### src/rtl/debounce_channel.sv
// rtl/debounce_channel.sv - single-channel synchronizer, stability counter and edge strobes
module debounce_channel #(
  parameter int BITS = 20,
  parameter bit SYNC = 1'b1
) (
  input  logic clk,
  input  logic reset,
  input  logic in,
  output logic out,
  output logic rise,
  output logic fall
);

  logic            s;
  logic [BITS-1:0] count;

  generate
    if (SYNC) begin : g_sync
      logic [1:0] sync_q;
      always_ff @(posedge clk or posedge reset) begin
        if (reset) sync_q <= 2'b00;
        else       sync_q <= {sync_q[0], in};
      end
      assign s = sync_q[1];
    end else begin : g_nosync
      assign s = in;
    end
  endgenerate

  // A level is accepted on the cycle after the counter saturates, so s must
  // differ from out for 2^BITS consecutive samples; any agreeing sample restarts.
  always_ff @(posedge clk or posedge reset) begin
    if (reset) begin
      count <= '0;
      out   <= 1'b0;
      rise  <= 1'b0;
      fall  <= 1'b0;
    end else begin
      rise <= 1'b0;
      fall <= 1'b0;
      if (s == out) begin
        count <= '0;
      end else if (!(&count)) begin
        count <= count + BITS'(1);
      end else begin
        out   <= s;
        count <= '0;
        rise  <= s;
        fall  <= ~s;
      end
    end
  end

endmodule

### src/rtl/input_debouncer.sv
// rtl/input_debouncer.sv - multi-channel debouncer, one independent channel per input bit
module input_debouncer #(
  parameter int WIDTH = 1,
  parameter int BITS  = 20,
  parameter bit SYNC  = 1'b1
) (
  input  logic             clk,
  input  logic             reset,
  input  logic [WIDTH-1:0] in,
  output logic [WIDTH-1:0] out,
  output logic [WIDTH-1:0] rise,
  output logic [WIDTH-1:0] fall
);

  generate
    for (genvar i = 0; i < WIDTH; i++) begin : g_ch
      debounce_channel #(
        .BITS (BITS),
        .SYNC (SYNC)
      ) u_ch (
        .clk   (clk),
        .reset (reset),
        .in    (in[i]),
        .out   (out[i]),
        .rise  (rise[i]),
        .fall  (fall[i])
      );
    end
  endgenerate

endmodule

### config.mk
export PLATFORM = sky130hd
export DESIGN_NAME = input_debouncer
export DESIGN_NICKNAME = d
export VERILOG_FILES = /design/src/rtl/debounce_channel.sv /design/src/rtl/input_debouncer.sv
export SDC_FILE = /design/constraint.sdc
export NUM_CORES = 1
export LEC_CHECK = 0
export ABC_AREA = 0
export BUFFER_PORTS_ARGS = -buffer_cell sky130_fd_sc_hd__buf_4
export CAP_MARGIN = 15
export CORE_UTILIZATION = 60
export CTS_CLUSTER_SIZE = 14
export DETAILED_ROUTE_END_ITERATION = 16
export GPL_TIMING_DRIVEN = 0
export PLACE_DENSITY = 0.83
export SLEW_MARGIN = 20
export SYNTH_ARGS = -nofsm -noshare
export SYNTH_HDL_FRONTEND = slang
export SYNTH_HIERARCHICAL = 1
export SYNTH_SLANG_ARGS = --single-unit
export TNS_END_PERCENT = 30
### constraint.sdc
create_clock -name clk -period 2.7 [get_ports clk]
set_input_delay 0.675 -clock clk [delete_from_list [all_inputs] [get_ports clk]]
set_output_delay 0.675 -clock clk [all_outputs]
set_load 0.01 [all_outputs]
After elaboration in Yosys (flattened, before gate mapping) --
Index checks and enable logic that the tools add are counted.
Word-level totals: logic and storage cells 17, bits in registers 25, bits of input ports 3, output and inout port bits 3
Cells by class: bitwise logic cells 2, muxes and demuxes 6, reductions and logical operators 2, equality and inequality tests 1, $add $sub $neg 1
Operators with widths (number):
- 20-bit two-way mux | 2
- 21-bit AND reduction | 1
- 20-bit by 1-bit adder with 20-bit output (second input constant) | 1
- 20-bit AND reduction | 1
- 1-bit two-way mux | 4
- 1-bit inverter | 2
- 1-bit == test | 1

Logic depth before layout (Yosys ltp) --
word-level depth 3, mapped depth 7, depth with buffers taken out 5

Least setup slack after synthesis --
Ideal clock, no wire load.
path type register to register, from register g_ch[0].u_ch.count[0], to register g_ch[0].u_ch.count[10], arrival time 1.455 ns, path buffers 2, clock period less this slack 1.573 ns, cell stages (with the launch flop) 8, required time 2.581 ns, slack 1.127 ns, library setup time 0.119 ns, path through dfrtp_1 ha_1 nand3_1 nor4_4 a21o_1 buf_6 buf_12 nor2_1
Between the ends: cells in the longest elaborated chain, start to end 3, elaborated cells between the ends (all ways) 4, classes of those cells add/sub: 1; mux: 2; reduce/logical: 1
RTL lines:
- from (decl) | RTL line debounce_channel.sv:15 | logic [BITS-1:0] count;
- from (signal assigned) | RTL line debounce_channel.sv:44 | count <= count + BITS'(1);
- 20-bit by 1-bit adder with 20-bit output or 20-bit AND reduction (tied branches) | RTL line debounce_channel.sv:44, debounce_channel.sv:43
- 20-bit two-way mux * | RTL line debounce_channel.sv:43 | end else if (!(&count)) begin
- 20-bit two-way mux * | RTL line debounce_channel.sv:41 | if (s == out) begin
Mark *: on every way between the ends. The rest lies on a longest branch, timed or not. A chain may end at the register's enable or synchronous reset.

Worst setup path after layout --
from register g_ch[0].u_ch.count[0], to register g_ch[0].u_ch.count[7]
Same word-level chain as after synthesis.

==> results.md <==
- Status: finished clean
- Cells after DPL: 150
- Worst-path maximum fanout: 10
- Synthesized area: 1231 µm²
- DR pass1 iterations: 4
- Crit path kind: flop to flop
- CTS Buffer Depth: 2
- Class of the worst hold path: flop to flop
- Fill cells: 158
- Seq. cell area: 625.6 µm²
- Worst Tran Pin Value: 0.9197 ns
- CTS root buf: clkbuf_4
- Multi-input logic area: 554.3 µm²
- Die ar.: 2237 µm²
- Skew-Pair Late Insertion Delay: 0.31 ns
- CP required: 2.91 ns
- Final core occ: 68.43%
- Post-synth top area cell: dfrtp_1
- Max IR drop VDD: 0.0003647 V
- Vias per Instance: 5.714
- Critical-path cell list: ha_1 > nand3_1 > nor4_4 > a21o_1 > buf_6 > buf_12 > nor2_1
- Global-route total usage across every layer: 21.39%
- Starting Density: 63.40%
- # rows: 16
- Sequential area share after synthesis: 50.81%
- Crit-path slowest cell: dfrtp_1
- Top-area cell type share of the netlist area: 50.81%
- YS warnings: 6
- Port Buffers: 5
- DR iter-0 viols: 26
- Non-Filler Instances: 154
- Clock slew at reported path FFs: 0.13 ns
- Crit-path leading delay family: simple AND/OR/NAND/NOR gates
- Hold_sp: g_ch[0].u_ch/g_sync.sync_q[0]
- # H-tree levels: 1
- Syn avg cell area: 10.43 µm²
- RSZ-0062 raised after global routing: no
- Global-route wire length before repair: 3277 µm
- Clock sink count: 25
- Worst path depth: 7
- Max-slew violations: 0
- GR Overflow Total: 0
- Max_slew headroom: 38.62%
- Hold slack: 0.3667 ns
- Worst Setup Start Kind: flop
- Initial antenna violation count: 0
- Synth area leaders: dfrtp_1 (51%), xnor2_1 (8.5%), nor2_1 (6.4%)
- Worst Path Buf+Inv: 2
- CTS tree: yes
- Layout area overhead: 7.926%
- Die width: 47.30 µm
- Post-CTS Setup Inserts: 0
- NumNets Final: 132
- MaxCap Viol Count: 0
- Cts hold-fix bufs: 0
- Remaining DRCs: 0
- Crit path time final: 1.874 ns
- Routability cong.: 0.7596
- Tcrit/Tclk final: 69.40%
- Mapped Nets: 122
- Vias in the first global route: 739
- Antenna diode count: 0
- Hold path depth: 0
- Worst Reg-to-Reg Cells: 7
- Cts repair resizes: 0
- Wire per inst: 14.20 µm
- Total CTS buffers: 3
- P_leak: 0.5713 nW
- Post-synthesis register bit count: 25
- Largest net degree at the start of global routing: 26
- Via count: 880
- Total power: 0.5777 mW
- Library cells used by synthesis: 32
- TNS Setup: 0 ns
- Die Y: 47.30 µm
- Dpl hpwl: 1558 µm
- Core box area: 1942 µm²
- Ys async rst share: 100.0%
- Ys flop type: dfrtp_1
- Critical Path Source: g_ch[0].u_ch/count[0]
- Max incr delay on CP: 0.44 ns
- Reg2reg start: g_ch[0].u_ch/count[0]
- Number of synthesized flops with an enable pin: 0
- PwrDens: 434.8 nW/µm²
- Final setup viols: 0
- Final wirelength: 2187 µm
- Maximum clock frequency: 0.5337 GHz
- Final ANT Viol Nets: 0
- Hold Vio Cnt, Final: 0
- Layout Skew: 0.003513 ns
- Mapped Cells: 118
- Top-Level Pins: 6
- Arr. time, crit path: 2.08 ns
- Critical Path End Type: flop
- Share of layout cells above drive strength 1: 15.75%
kinds of logic (layout without fill, tap and decap cells):
family / Yosys count / in the layout / synth area share (%)
DFF: 25 / 25 / 50.81
muxes: 1 / 1 / 0.9146
xor gates and xnor gates: 15 / 15 / 10.67
and+or+nand+nor: 60 / 60 / 28.25
adders and majority gates: 1 / 1 / 1.016
buffers and inverters: 7 / 16 / 4.166
AOI/OAI and AO/OA: 9 / 9 / 4.167
power breakdown:
group / switching, mW / internal [mW]
clock: 0.105 / 0.0576
sequential: 0.00449 / 0.379
combinational: 0.0194 / 0.0117
total: 0.129 / 0.449
flip-flops by register name, indices dropped and copies added, names as in the netlist:
register	flops
g_ch.u_ch/count	20
g_ch.u_ch/g_sync.sync_q	2
g_ch.u_ch/rise	1
g_ch.u_ch/out	1
g_ch.u_ch/fall	1
per-layer routing:
layer | vias to the layer above | global-route usage [%] | share of wire, %
li1 | 428 | - | -
met1 | 428 | 30.15 | 48
met2 | 18 | 33.70 | 48
met3 | 6 | 3.462 | 2.5
met4 | 0 | 6.857 | 1.2
met5 | - | 0 | 0
Yosys cell counts, drive strengths merged, types with 2 or more instances:
master,number
dfrtp,25
nor2,21
xnor2,12
nand3,9
nand2,6
nor4,5
a21oi,4
inv,4
nand4,4
nor3,4
o21ai,3
xor2,3
and4,2
buf,2
nor3b,2
or3,2
layout make-up:
| cell class | instances | area share [%] |
|---|---|---|
| Buffer | 3 | 2.731 |
| Timing Repair Buffer | 5 | 2.825 |
| Tap cell | 27 | 2.542 |
| Clock buffer | 4 | 1.977 |
| Multi-Input combinational cell | 86 | 41.71 |
| Inverter | 4 | 1.130 |
| Sequential cell | 25 | 47.08 |
per-stage QoR:
stage,cell area [µm²],worst slack (ns)
3_5_place_dp,1303,0.8738
4_1_cts,1329,0.8237
2_1_floorplan,1231,1.127
5_1_grt,1329,0.6707
3_3_place_gp,1303,0.9173
6_report,1329,0.8261
path summary, 6_finish.rpt:
path,slack (ns),end
worst max-delay path,0.83,g_ch[0].u_ch/count[7]
worst min-delay path,0.37,g_ch[0].u_ch/g_sync.sync_q[1]
worst max register to register,0.83,g_ch[0].u_ch/count[7]
worst min register to register,0.37,g_ch[0].u_ch/g_sync.sync_q[1]
max in group asynchronous,1.59,g_ch[0].u_ch/count[11]
min in group asynchronous,0.56,g_ch[0].u_ch/count[19]
cells in the final DEF, fill, tap and decap left out, drive strengths merged:
cell type	count
ha	1
and3	1
and2	1
xor2	3
nand4bb	1
clkbuf	5
xnor2	12
and4	2
nand3	9
o21ai	3
nor3	4
nor4	5
nand4	4
mux2	1
inv	4
buf	7
a21oi	4
dfrtp	25
or3	2
nand4b	1
nand2b	1
a21o	1
a31o	1
nor2	21
nor3b	2
nand2	6
No activity file was read; power rests on OpenSTA's default activity.
